**src/rtl/unpack_sig_sched.sv**
```systemverilog
// Sequences one shared significand-unpack unit over operand A then operand B.
// Define UNPACK_UNARY_EN to let in_unary requests skip the B phase.
module unpack_sig_sched #(
  parameter int N       = 64,
  parameter int FW      = 53,
  parameter int LZW     = 6,
  parameter int SIG_LAT = 0
) (
  input  logic           clk,
  input  logic           rst,
  input  logic           in_valid,
  output logic           in_ready,
  input  logic [N-1:0]   in_fa,
  input  logic [N-1:0]   in_fb,
  input  logic           in_db,
  input  logic           in_unary,
  output logic [N-1:0]   sig_fp,
  output logic           sig_db,
  output logic           sig_e_z,
  output logic           sig_normal,
  input  logic [FW-1:0]  sig_f,
  input  logic [LZW-1:0] sig_lz,
  input  logic           sig_fz,
  output logic           out_valid,
  input  logic           out_ready,
  output logic [FW-1:0]  out_fa,
  output logic [FW-1:0]  out_fb,
  output logic [LZW-1:0] out_lza,
  output logic [LZW-1:0] out_lzb,
  output logic           out_fza,
  output logic           out_fzb,
  output logic           busy,
  output logic [1:0]     dbg_state
);

  // Handshakes: a transfer happens on a rising edge where valid and ready are
  // both high; valid never depends on ready, and payload is held while valid.

  localparam int CW = (SIG_LAT > 0) ? $clog2(SIG_LAT + 1) : 1;

  typedef enum logic [1:0] {
    IDLE  = 2'd0,
    ISS_A = 2'd1,
    ISS_B = 2'd2,
    DONE  = 2'd3
  } state_t;

  state_t        state;
  logic [CW-1:0] cnt;
  logic [N-1:0]  fb_q;
  logic          db_q;
  logic          phase_last;
  logic          skip_b;

  // Exponent field is zero: double uses bits [62:52], single lives in the upper word.
  function automatic logic exp_zero(input logic [N-1:0] fp, input logic db);
    return db ? (fp[N-2:N-12] == '0) : (fp[N-2:N-9] == '0);
  endfunction

`ifdef UNPACK_UNARY_EN
  logic unary_q;
  assign skip_b = unary_q;
`else
  logic unused_unary;
  assign unused_unary = in_unary;
  assign skip_b       = 1'b0;
`endif

  assign phase_last = (cnt == CW'(SIG_LAT));
  assign in_ready   = (state == IDLE) && !rst;
  assign out_valid  = (state == DONE);
  assign busy       = (state != IDLE);
  assign dbg_state  = state;

  always_ff @(posedge clk) begin
    if (rst) begin
      state      <= IDLE;
      cnt        <= '0;
      fb_q       <= '0;
      db_q       <= 1'b0;
      sig_fp     <= '0;
      sig_db     <= 1'b0;
      sig_e_z    <= 1'b0;
      sig_normal <= 1'b0;
      out_fa     <= '0;
      out_fb     <= '0;
      out_lza    <= '0;
      out_lzb    <= '0;
      out_fza    <= 1'b0;
      out_fzb    <= 1'b0;
`ifdef UNPACK_UNARY_EN
      unary_q    <= 1'b0;
`endif
    end else begin
      case (state)
        IDLE: begin
          if (in_valid) begin
            fb_q       <= in_fb;
            db_q       <= in_db;
`ifdef UNPACK_UNARY_EN
            unary_q    <= in_unary;
`endif
            cnt        <= '0;
            sig_fp     <= in_fa;
            sig_db     <= in_db;
            sig_e_z    <= exp_zero(in_fa, in_db);
            sig_normal <= exp_zero(in_fa, in_db);
            state      <= ISS_A;
          end
        end
        ISS_A: begin
          if (phase_last) begin
            out_fa  <= sig_f;
            out_lza <= sig_lz;
            out_fza <= sig_fz;
            cnt     <= '0;
            if (skip_b) begin
              // Unary ops report B as an all-zero fraction.
              out_fb     <= '0;
              out_lzb    <= '0;
              out_fzb    <= 1'b1;
              sig_fp     <= '0;
              sig_db     <= 1'b0;
              sig_e_z    <= 1'b0;
              sig_normal <= 1'b0;
              state      <= DONE;
            end else begin
              sig_fp     <= fb_q;
              sig_db     <= db_q;
              sig_e_z    <= exp_zero(fb_q, db_q);
              sig_normal <= exp_zero(fb_q, db_q);
              state      <= ISS_B;
            end
          end else begin
            cnt <= cnt + 1'b1;
          end
        end
        ISS_B: begin
          if (phase_last) begin
            out_fb     <= sig_f;
            out_lzb    <= sig_lz;
            out_fzb    <= sig_fz;
            cnt        <= '0;
            sig_fp     <= '0;
            sig_db     <= 1'b0;
            sig_e_z    <= 1'b0;
            sig_normal <= 1'b0;
            state      <= DONE;
          end else begin
            cnt <= cnt + 1'b1;
          end
        end
        DONE: begin
          if (out_ready) state <= IDLE;
        end
        default: state <= IDLE;
      endcase
    end
  end

endmodule

```
**config.mk**
```make
export PLATFORM = sky130hd
export DESIGN_NAME = unpack_sig_sched
export DESIGN_NICKNAME = d
export VERILOG_FILES = /design/src/rtl/unpack_sig_sched.sv
export SDC_FILE = /design/constraint.sdc
export NUM_CORES = 1
export LEC_CHECK = 0
export CAP_MARGIN = 20
export CORE_MARGIN = 4
export CORE_UTILIZATION = 48
export DETAILED_ROUTE_END_ITERATION = 8
export GPL_ROUTABILITY_DRIVEN = 0
export GPL_TIMING_DRIVEN = 0
export PLACE_DENSITY = 0.86
export SYNTH_ARGS = -nofsm -noshare
export SYNTH_HDL_FRONTEND = slang
export SYNTH_SLANG_ARGS = --single-unit
export TNS_END_PERCENT = 1
```
**constraint.sdc**
```tcl
create_clock -name clk -period 4.34 [get_ports clk]
set_clock_uncertainty 0.15 [all_clocks]
set_input_delay 0.434 -clock clk [delete_from_list [all_inputs] [get_ports clk]]
set_output_delay 0.434 -clock clk [all_outputs]
set_load 0.1 [all_outputs]
```
# Word level (Yosys, flattened, before mapping)

Index checks and enable logic that the tools add are counted.

Output and inout bits: 192
Bits in registers: 254
Bits in read-only memories: 0
Logic and storage cells: 60
Bits in writable memories: 0
Bits in latches: 0
Memories: 0
Input port bits: 194

Add/subtract/negate cells: 1
Div/mod/pow operators: 0
Shift-type cells: 0
Multipliers: 0
Bitwise operators: 1
Reduce and logical (&&, ||, !) cells: 17
Muxes and demuxes: 21
Equality and inequality tests: 7
Order comparisons: 0

Operators by type and width:

| kind                                                                     | number |
|---|---|
| 64-bit 2-to-1 mux                                                        | 3 |
| 64-bit one-hot mux with 3 select lines                                   | 1 |
| 11-bit zero test                                                         | 2 |
| 8-bit zero test                                                          | 2 |
| 1-bit 2-to-1 mux                                                         | 9 |
| 2-bit 2-to-1 mux                                                         | 4 |
| 2-bit one-hot mux with 4 select lines                                    | 1 |
| 2-bit AND reduction                                                      | 4 |
| 4-bit AND reduction                                                      | 2 |
| 2-bit inequality test (second input constant)                            | 3 |
| 1-bit one-hot mux with 3 select lines                                    | 2 |
| 2-bit equality test (second input constant)                              | 2 |
| 2-bit nonzero test                                                       | 2 |
| 3-bit nonzero test                                                       | 1 |
| 2-bit by 1-bit equality test with 1-bit output (second input constant)   | 1 |
| 2-bit zero test                                                          | 1 |
| 2-bit by 1-bit inequality test with 1-bit output (second input constant) | 1 |
| 1-bit one-hot mux with 2 select lines                                    | 1 |
| 2-bit OR reduction                                                       | 1 |
| 1-bit adder (second input constant)                                      | 1 |
| 1-bit logical AND                                                        | 1 |
| 1-bit zero test                                                          | 1 |
| 1-bit NOT                                                                | 1 |

# Logic depth before layout (Yosys ltp)

Gate-level depths: netlist of run 1.

Depth in word-level cells: 4
Mapped depth: 8
Mapped depth without buffers: 5

# Worst setup path before layout of run 1

OpenSTA, ideal clock, no wires.

Path type: register to output
From: register state[0], in the netlist dbg_state[0]
To: output port in_ready
Buffers on the path: 0
Required time: 3756 ps
Setup slack: 802 ps
Arrival: 2954 ps
Cell stages (with the launch flop): 5
Cells stage by stage: dfxtp_1 > inv_1 > ha_1 > inv_1 > nor2_1

Longest elaborated chain between the ends: 2

RTL lines:

| what                     | line | source |
|---|---|---|
| start: declaration       | 48   | `state_t state;` |
| start signal: assignment | 77   | `state <= IDLE;` |
| start signal: assignment | 108  | `state <= ISS_A;` |
| start signal: assignment | 126  | `state <= DONE;` |
| 2-bit zero test          | 70   | `assign in_ready = (state == IDLE) && !rst;` |
| 1-bit logical AND        | 70   |  |
| end: declaration         | 12   | `output logic in_ready,` |

Every way passes these cells.

# Final worst setup path of run 1

From: input port rst
To: output port in_ready

Longest elaborated chain between the ends: 2

RTL lines:

| what               | line | source |
|---|---|---|
| start: declaration | 10   | `input logic rst,` |
| 1-bit zero test    | 70   |  |
| 1-bit logical AND  | 70   |  |

Every way passes these cells.

==> results of run 1 <==
[power by group through the flow]
stage                     Clock, uW  Sequential [uW]  Combinational [uW]
after CTS                      2380             3380                9150
after global routing           2470             3460                9560
after floorplan                   0             7260                3060
final                          2360             3380                9150
after global placement            0             3370                8990
after detailed placement          0             3400                9110
[final cells by class]
cell class                 count  area, sq um
sequential                   253         5060
antenna                        6         15.0
tap                          275          344
clock inverter                11         88.8
buffer                       107          629
timing repair buffer         384         3840
multi-input combinational    729         4740
inverter                       5         18.8
fill                        1529         5650
clock buffer                  39          833
[layer usage]
layer  part of all wire [%]  wire length, microns  GRT usage (%)
met1                     38                 14500           35.9
met2                     49                 18500           50.8
met3                    8.1                  3080           7.30
met4                    4.7                  1780           12.7
met5                  0.069                    26              0
[layout by cell type, fill, tap and decap left out, types with 7 or more instances in the layout]
| master | instances |
|---|---|
| a2111oi_0 | 15 |
| clkbuf_1 | 43 |
| buf_4 | 19 |
| clkinv_2 | 8 |
| mux2i_1 | 120 |
| and3_1 | 64 |
| nand2_1 | 132 |
| a2111oi_2 | 41 |
| a2111oi_4 | 8 |
| clkbuf_8 | 7 |
| clkdlybuf4s50_1 | 384 |
| a21oi_1 | 133 |
| buf_2 | 29 |
| nor2_1 | 125 |
| clkbuf_16 | 29 |
| dfxtp_1 | 253 |
| buf_6 | 13 |
| nor3_1 | 66 |
[metrics by stage]
stage	util [%]	power (uW)	std cells	setup WS, ns	hold slack [ns]
3_5_place_dp	69.0	12500	1753	0.887	0.293
4_1_cts	73.3	14900	1803	0.865	0.286
2_1_floorplan	-	10300	1094	0.802	0.282
5_1_grt	73.4	15500	1806	0.810	0.291
6_report	73.4	14900	1809	0.861	0.298
3_3_place_gp	69.0	12400	1753	0.875	0.289
[logic make-up after synthesis]
| kind of cell | synth area share [%] |
|---|---|
| AND/OR/NAND/NOR | 17.2 |
| multiplexers | 11.5 |
| buffers and inverters | 6.20 |
| adder cells (fa/ha/maj) | 0.718 |
| AO/OA/AOI/OAI | 16.0 |
| flip-flops | 48.5 |
[state kept, by name, indices dropped and copies added (netlist names)]
name        cells
out_fa         53
sig_fp         64
sig_normal      1
fb_q           64
out_fzb         1
sig_db          1
out_lzb         6
db_q            1
out_fza         1
out_lza         6
out_fb         53
dbg_state       2
[worst reg2reg max path: cells and delay by family (launching register included)]
kind                       cells  cell delay, ns
buffers and inverters          4            0.55
DFF                            1            0.52
adders and majority gates      1            0.49
AOI/OAI and AO/OA              1            0.41
and+or+nand+nor                1            0.09
[worst paths after layout]
check | slack [ns] | end | cells after the start
worst min register to register | 0.30 | fb_q[12] | 2
worst min-delay path | 0.30 | fb_q[4] | 3
worst max register to register | 1.99 | sig_fp[24] | 7
worst max-delay path | 0.86 | in_ready | 6
==> impl_metrics.env, run 1 <==
export IMPL_clk_path_buf_depth=3
export IMPL_internal_power_uw=6980
export IMPL_cts_tree="done"
export IMPL_pwr_density_cell_nw_per_um2=956
export IMPL_drv_cap=0
export IMPL_ys_seq_area_share_pct=48.5
export IMPL_grt_usage_pct=29.8
export IMPL_worstPathRequired_ns=3.76
export IMPL_critPathLaunchType="input pin"
export IMPL_cts_buffers=28
export IMPL_clock_root_buffer="clkbuf_16"
export IMPL_yosysMostFrequentCell="dfxtp_1"
export IMPL_die_area_sq_um=24200
export IMPL_ys_ff_latch=253
export IMPL_pwr_share_seq_pct=22.7
export IMPL_crit_family="buffers and inverters"
export IMPL_cts_hold_buf=0
export IMPL_path_buf_inv=5
export IMPL_critPathKind="input pin to primary output"
export IMPL_wl_mm=37.9
export IMPL_grt_pass1_vias=10100
export IMPL_cp_max_fo=10
export IMPL_synth_cell_types=31
export IMPL_finalMaxSlewViolations=0
export IMPL_syn_nets=1294
export IMPL_tightest_slew_ns=1.14
export IMPL_num_rows=53
export IMPL_first_pass_iters=5
export IMPL_synth_avg_cell_area_sq_um=9.55
export IMPL_sw_frac_of_total_pct=53.2
export IMPL_grt_pass1_wl_mm=56.9
export IMPL_grt_overflow=0
export IMPL_outcome="finished, final reports clean"
export IMPL_ir_drop_mv=0.532
export IMPL_cts_resized=0
export IMPL_leakage_uw=0.00600
export IMPL_clk_pin_slew_ns=0.06
export IMPL_fin_nets=1708
export IMPL_antenna_found_initial=5
export IMPL_netlist_instances=1094
export IMPL_dr_total_vias=9938
export IMPL_synth_common_cells="dfxtp_1, a21oi_1, nand2_1"
export IMPL_cts_htree_levels=1
export IMPL_cp_slowest_stage_delay_ns=0.99
export IMPL_die_y_microns=156
export IMPL_power_frac_comb_pct=61.4
export IMPL_crit_path_top_delay_cell="clkdlybuf4s50_1"
export IMPL_min_path_type="input pin to register"
export IMPL_synth_top_area_cell="dfxtp_1"
export IMPL_drt_iter0_drc=561
export IMPL_synth_top_area_share_pct=48.5
export IMPL_critPathArrivalTime_ns=2.89
export IMPL_placed_cell_area_sq_um=14600
export IMPL_ys_dominant_reg_cell="dfxtp_1"
export IMPL_cts_sinks=253
export IMPL_fin_tns_setup_ns=0
export IMPL_rsz0062_at_grt="no"
export IMPL_io_pins=386
export IMPL_netlist_area_sq_um=10500
export IMPL_cp_startpoint="rst"
export IMPL_initial_utilization_pct=49.2
export IMPL_synth_edf_count=0
export IMPL_p_switching_uw=7920
export IMPL_fmax_ghz=0.287
export IMPL_r2r_start="dbg_state[1]"
export IMPL_core_area_sq_um=21200
export IMPL_insertion_delay_ns=0.53
export IMPL_ys_warn_count=0
export IMPL_routed_via_density=5.49
export IMPL_grt_max_degree=14
export IMPL_drtAntennaViolNets=0
export IMPL_post_cts_buffers=0
export IMPL_hpwl_mm=28.5
export IMPL_fin_area_sq_um=15600
export IMPL_synth_async_sr_flop_share_pct=0
export IMPL_final_layout_size_suffix_gt1_share_pct=10.8
export IMPL_hp_start="in_fb[4]"
export IMPL_die_width_microns=156
export IMPL_synth_area_leaders="dfxtp_1, mux2i_1, a21oi_1"
export IMPL_crit_top_cell="buf_2"
export IMPL_fin_crit_sh_pct=80.2
export IMPL_p_clk_share_pct=15.8
export IMPL_relSlewSlack_pct=23.6
export IMPL_cp_cell_sequence="clkdlybuf4s50_1, buf_2, buf_2, buf_2, nor2_1, clkdlybuf4s50_1"
export IMPL_critPathCaptureType="primary output"
export IMPL_routedWlPerCell_microns=20.9
export IMPL_min_period_ns=3.48
export IMPL_hold_viol=0
export IMPL_numPortBuffers=384
export IMPL_drc=0
export IMPL_area_growth_pct=49.0
export IMPL_finalSetupViolCount=0
Power figures use the tool's default switching activity.
==> run 2: changes to the inputs <==
--- a/config.mk
+++ b/config.mk
@@ -7,11 +7,11 @@
 export LEC_CHECK = 0
 export CAP_MARGIN = 20
 export CORE_MARGIN = 4
-export CORE_UTILIZATION = 48
+export CORE_UTILIZATION = 40
 export DETAILED_ROUTE_END_ITERATION = 8
 export GPL_ROUTABILITY_DRIVEN = 0
 export GPL_TIMING_DRIVEN = 0
-export PLACE_DENSITY = 0.86
+export PLACE_DENSITY = 0.76
 export SYNTH_ARGS = -nofsm -noshare
 export SYNTH_HDL_FRONTEND = slang
 export SYNTH_SLANG_ARGS = --single-unit
==> constraint.sdc (replaced) <==
create_clock -name clk -period 2.9 [get_ports clk]
set_clock_uncertainty 0.15 [all_clocks]
set_input_delay 0.29 -clock clk [delete_from_list [all_inputs] [get_ports clk]]
set_output_delay 0.29 -clock clk [all_outputs]
set_load 0.1 [all_outputs]
==> impl_metrics.env, run 2 (same netlist as run 1, synthesis figures left out) <==
export IMPL_post_cts_buffers=0
export IMPL_top_regs="fb_q x64, sig_fp x64"
export IMPL_critPathArrivalTime_ns=2.37
export IMPL_clk_pin_slew_ns=0.06
export IMPL_first_pass_iters=5
export IMPL_ir_drop_mv=1.04
export IMPL_outcome="finished, final reports clean"
export IMPL_finalHoldWorstSlack_ns=0.148
export IMPL_rsz0062_at_grt="no"
export IMPL_rrSetupSlack_ns=0.70
export IMPL_power_total_uw=22700
export IMPL_seqCellArea_sq_um=5070
export IMPL_fin_nets=1708
export IMPL_fmax_ghz=0.355
export IMPL_routedWlPerCell_microns=20.1
export IMPL_fin_crit_sh_pct=97.1
export IMPL_drv_cap=0
export IMPL_insertion_delay_ns=0.53
export IMPL_grt_max_degree=14
export IMPL_cp_max_fo=6
export IMPL_min_period_ns=2.81
export IMPL_num_rows=58
export IMPL_finalSetupViolCount=0
export IMPL_crit_family="buffers and inverters"
export IMPL_r2r_end="sig_fp[28]"
export IMPL_numPortBuffers=384
export IMPL_cp_slowest_stage_delay_ns=0.90
export IMPL_area_growth_pct=50.8
export IMPL_die_width_microns=170
export IMPL_grt_pass1_wl_mm=56.1
export IMPL_antenna_found_initial=4
export IMPL_cts_hold_buf=0
export IMPL_crit_top_cell="inv_1"
export IMPL_die_y_microns=170
export IMPL_cp_cell_sequence="inv_1, ha_1, inv_1, dlygate4sd2_1"
export IMPL_hp_start="in_fb[63]"
export IMPL_clock_root_buffer="clkbuf_16"
export IMPL_critPathCaptureType="primary output"
export IMPL_pwr_density_cell_nw_per_um2=1440
export IMPL_path_buf_inv=3
export IMPL_finalMaxSlewViolations=0
export IMPL_final_util_pct=61.9
export IMPL_wl_mm=37.4
export IMPL_holdPathStages=3
export IMPL_critPathLaunchType="register"
export IMPL_layout_setup_ws_ns=0.0852
export IMPL_tightest_slew_ns=1.15
export IMPL_crit_path_top_delay_cell="dlygate4sd2_1"
export IMPL_final_layout_size_suffix_gt1_share_pct=11.2
export IMPL_hpwl_mm=28.2
export IMPL_die_area_sq_um=28800
export IMPL_final_cell_mix="clkdlybuf4s50_1, dfxtp_1, a21oi_1, nand2_1, nor2_1"
export IMPL_r2r_start="dbg_state[1]"
export IMPL_fin_tns_setup_ns=0
export IMPL_grt_overflow=0
export IMPL_multi_input_area_sq_um=4740
export IMPL_cts_buffers=28
export IMPL_grt_usage_pct=24.6
export IMPL_cts_tree="done"
export IMPL_hold_viol=0
export IMPL_grt_pass1_vias=9823
export IMPL_worstPathRequired_ns=2.46
export IMPL_drtAntennaViolNets=0
export IMPL_worst_r2r_path_depth=7
export IMPL_relSlewSlack_pct=23.1
export IMPL_drc=0
export IMPL_n_fill_cell=2141
export IMPL_cts_htree_levels=1
export IMPL_leakage_uw=0.00607
export IMPL_cts_sinks=253
export IMPL_clk_path_buf_depth=3
export IMPL_initial_utilization_pct=41.0
export IMPL_min_path_type="input pin to register"
export IMPL_io_pins=386
export IMPL_core_area_sq_um=25500
export IMPL_final_common_cell="clkdlybuf4s50_1"
export IMPL_dr_total_vias=9739
export IMPL_critPathKind="register to primary output"
export IMPL_post_place_ws_ns=-0.313
export IMPL_drt_iter0_drc=562
export IMPL_cts_resized=2
export IMPL_min_to="fb_q[63]"
export IMPL_routed_via_density=5.23
run 2: per-layer routing:
metal / track usage [%] / vias to the layer above / share of wire, %
li1: - / 4677 / -
met4: 8.19 / 4 / 3.6
met5: 0 / - / 0.059
met3: 6.15 / 80 / 7.6
met1: 30.4 / 4606 / 41
met2: 42.1 / 372 / 48
run 2: per-stage QoR:
stage / cells / instance area (sq um)
after detailed placement: 1808 / 14700
final: 1862 / 15800
after CTS: 1860 / 15800
after global placement: 1808 / 14700
after global routing: 1862 / 15800
after floorplan: 1094 / 10500
run 2: report_power, final:
part | switching, uW | internal (uW)
sequential | 560 | 4490
clock | 1440 | 2510
combinational | 9840 | 3860
total | 11800 | 10900
run 2: how the worst max path moves through the flow:
stage            startpoint  endpoint  slack, ns  depth (start not counted)
2_1_floorplan  dbg_state[0]  in_ready       0.21                          4
3_3_place_gp            rst  in_ready      -0.32                          6
3_5_place_dp            rst  in_ready      -0.31                          6
4_1_cts                 rst  in_ready      0.001                          6
5_1_grt        dbg_state[1]      busy       0.03                          4
6_report       dbg_state[1]      busy       0.09                          4
run 2: worst register-to-register path: stages, from the launching register on:
cell and delay (ns):
dfxtp_2 0.39, inv_1 0.10, ha_1 0.49, inv_2 0.07
buf_6 0.18, buf_6 0.17, a2111oi_2 0.44, nor3_1 0.08
run 2: area by class of cell:
type / instances / area share [%]
well taps: 330 / 2.62
multi-input cells: 729 / 30.1
repair buffers: 384 / 24.3
clock inverters: 11 / 1.14
flip-flops and latches: 253 / 32.2
plain buffers: 107 / 3.99
diodes: 2 / 0.0318
inverters: 5 / 0.119
clock buffers: 41 / 5.53
==> run 3: changes to the inputs <==
--- a/config.mk
+++ b/config.mk
@@ -7,11 +7,11 @@
 export LEC_CHECK = 0
 export CAP_MARGIN = 20
 export CORE_MARGIN = 4
-export CORE_UTILIZATION = 40
+export CORE_UTILIZATION = 35
 export DETAILED_ROUTE_END_ITERATION = 8
 export GPL_ROUTABILITY_DRIVEN = 0
 export GPL_TIMING_DRIVEN = 0
-export PLACE_DENSITY = 0.76
+export PLACE_DENSITY_LB_ADDON = 0.1
 export SYNTH_ARGS = -nofsm -noshare
 export SYNTH_HDL_FRONTEND = slang
 export SYNTH_SLANG_ARGS = --single-unit
==> impl_metrics.env, run 3 (same netlist as run 1, synthesis figures left out) <==
export IMPL_die_width_microns=181
export IMPL_insertion_delay_ns=0.54
export IMPL_num_rows=62
export IMPL_drc=0
export IMPL_cp_startpoint="dbg_state[1]"
export IMPL_clock_root_buffer="clkbuf_16"
export IMPL_dr_total_vias=9429
export IMPL_cp_max_fo=6
export IMPL_drv_cap=0
export IMPL_drt_iter0_drc=404
export IMPL_hpwl_mm=28.1
export IMPL_critPathKind="register to primary output"
export IMPL_cts_htree_levels=1
export IMPL_io_pins=386
export IMPL_wl_mm=37.5
export IMPL_antenna_found_initial=2
export IMPL_finalMaxSlewViolations=0
export IMPL_cts_hold_buf=0
export IMPL_grt_max_degree=15
export IMPL_fin_crit_sh_pct=95.5
export IMPL_clk_pin_slew_ns=0.06
export IMPL_final_cell_mix="clkdlybuf4s50_1, dfxtp_1, a21oi_1, nand2_1, nor2_1"
export IMPL_pwr_density_cell_nw_per_um2=1420
export IMPL_hold_viol=0
export IMPL_top_regs="fb_q x64, sig_fp x64"
export IMPL_routed_via_density=4.92
export IMPL_numPortBuffers=384
export IMPL_die_y_microns=181
export IMPL_outcome="finished, final reports clean"
export IMPL_initial_utilization_pct=35.9
export IMPL_first_pass_iters=4
export IMPL_post_place_ws_ns=-0.395
export IMPL_core_area_sq_um=29100
export IMPL_cts_buffers=29
export IMPL_cp_slowest_stage_delay_ns=1.19
export IMPL_grt_usage_pct=21.8
export IMPL_rsz0062_at_grt="no"
export IMPL_critPathLaunchType="register"
export IMPL_fmax_ghz=0.361
export IMPL_grt_pass1_vias=9624
export IMPL_final_util_pct=54.1
export IMPL_final_layout_size_suffix_gt1_share_pct=11.1
export IMPL_min_path_type="input pin to register"
export IMPL_cts_sinks=253
export IMPL_r2r_start="dbg_state[1]"
export IMPL_fin_nets=1709
export IMPL_tightest_slew_ns=1.11
export IMPL_ir_drop_mv=0.672
export IMPL_leakage_uw=0.00603
export IMPL_finalSetupViolCount=0
export IMPL_min_period_ns=2.77
export IMPL_drtAntennaViolNets=0
export IMPL_clk_path_buf_depth=3
export IMPL_grt_overflow=0
export IMPL_relSlewSlack_pct=25.5
export IMPL_cts_tree="done"
export IMPL_final_common_cell="clkdlybuf4s50_1"
export IMPL_critPathCaptureType="primary output"
export IMPL_area_growth_pct=50.6
export IMPL_critPathArrivalTime_ns=2.33
export IMPL_die_area_sq_um=32700
export IMPL_routedWlPerCell_microns=19.6
export IMPL_worstPathRequired_ns=2.46
export IMPL_grt_pass1_wl_mm=57.2
export IMPL_crit_path_top_delay_cell="clkdlybuf4s50_1"
export IMPL_cp_cell_sequence="ha_1, clkdlybuf4s50_1"
export IMPL_hp_start="in_fb[13]"
export IMPL_layout_setup_ws_ns=0.130
-- run 3: cell count changes in the layout (fill, tap and decap cells not counted) --
cell       delta
clkbuf_8      -5
clkinv_2      +3
bufinv_16     -2
clkbuf_1      +2
clkinv_4      +1
diode_2       -1
inv_6         +1
-- run 3: area by class of cell --
type,instances,area [sq um]
sequential,253,5070
clock buffer,38,810
multi-input combinational,729,4740
antenna,1,2.50
buffer,107,629
clock inverter,14,153
timing repair buffer,384,3840
fill,2768,13400
tap,384,480
inverter,5,18.8
-- run 3: metrics by stage --
stage          setup TNS, ns  hold WS (ns)  power [uW]  cell area, sq um  cells
3_5_place_dp          -0.395         0.292       18800             14800   1862
2_1_floorplan              0         0.276       15400             10500   1094
3_3_place_gp          -0.384         0.288       18700             14800   1862
4_1_cts              -0.0732         0.107       22500             15700   1914
5_1_grt                    0         0.140       23400             15700   1915
6_report                   0         0.138       22300             15700   1915
-- run 3: metal layers --
| metal | global-route usage (%) | wire (microns) |
|---|---|---|
| met1 | 27.8 | 16200 |
| met2 | 36.3 | 17500 |
| met3 | 6.68 | 2800 |
| met4 | 5.26 | 959 |
| met5 | 0 | 8 |
-- run 3: power by group --
part / internal [uW] / total [uW] / switching, uW
registers: 4490 / 5020 / 535
clock network: 2220 / 3690 / 1470
logic: 3860 / 13600 / 9770
total: 10600 / 22300 / 11800
-- run 3: path summary, 6_finish.rpt --
check | endpoint | slack [ns] | cells past startpoint
setup / recovery | out_valid | 0.13 | 2
hold / removal | fb_q[13] | 0.14 | 3
setup reg to reg | sig_fp[19] | 0.77 | 6
hold reg to reg | fb_q[37] | 0.30 | 2
-- run 3: timing repair --
| action | CTS | global route |
|---|---|---|
| endpoints found under the hold margin | 0 | 0 |
| gates resized for setup | 2 | 2 |
| buffers inserted | 0 | 0 |
| setup endpoints to repair | 2 | 1 |
| cloned | 0 | 0 |
-- run 3: critical path: cells and delay by family (launching register included) --
kind	cells	cell delay [ns]
buffers and inverters	1	1.19
flip-flops	1	0.39
adder cells (fa/ha/maj)	1	0.20
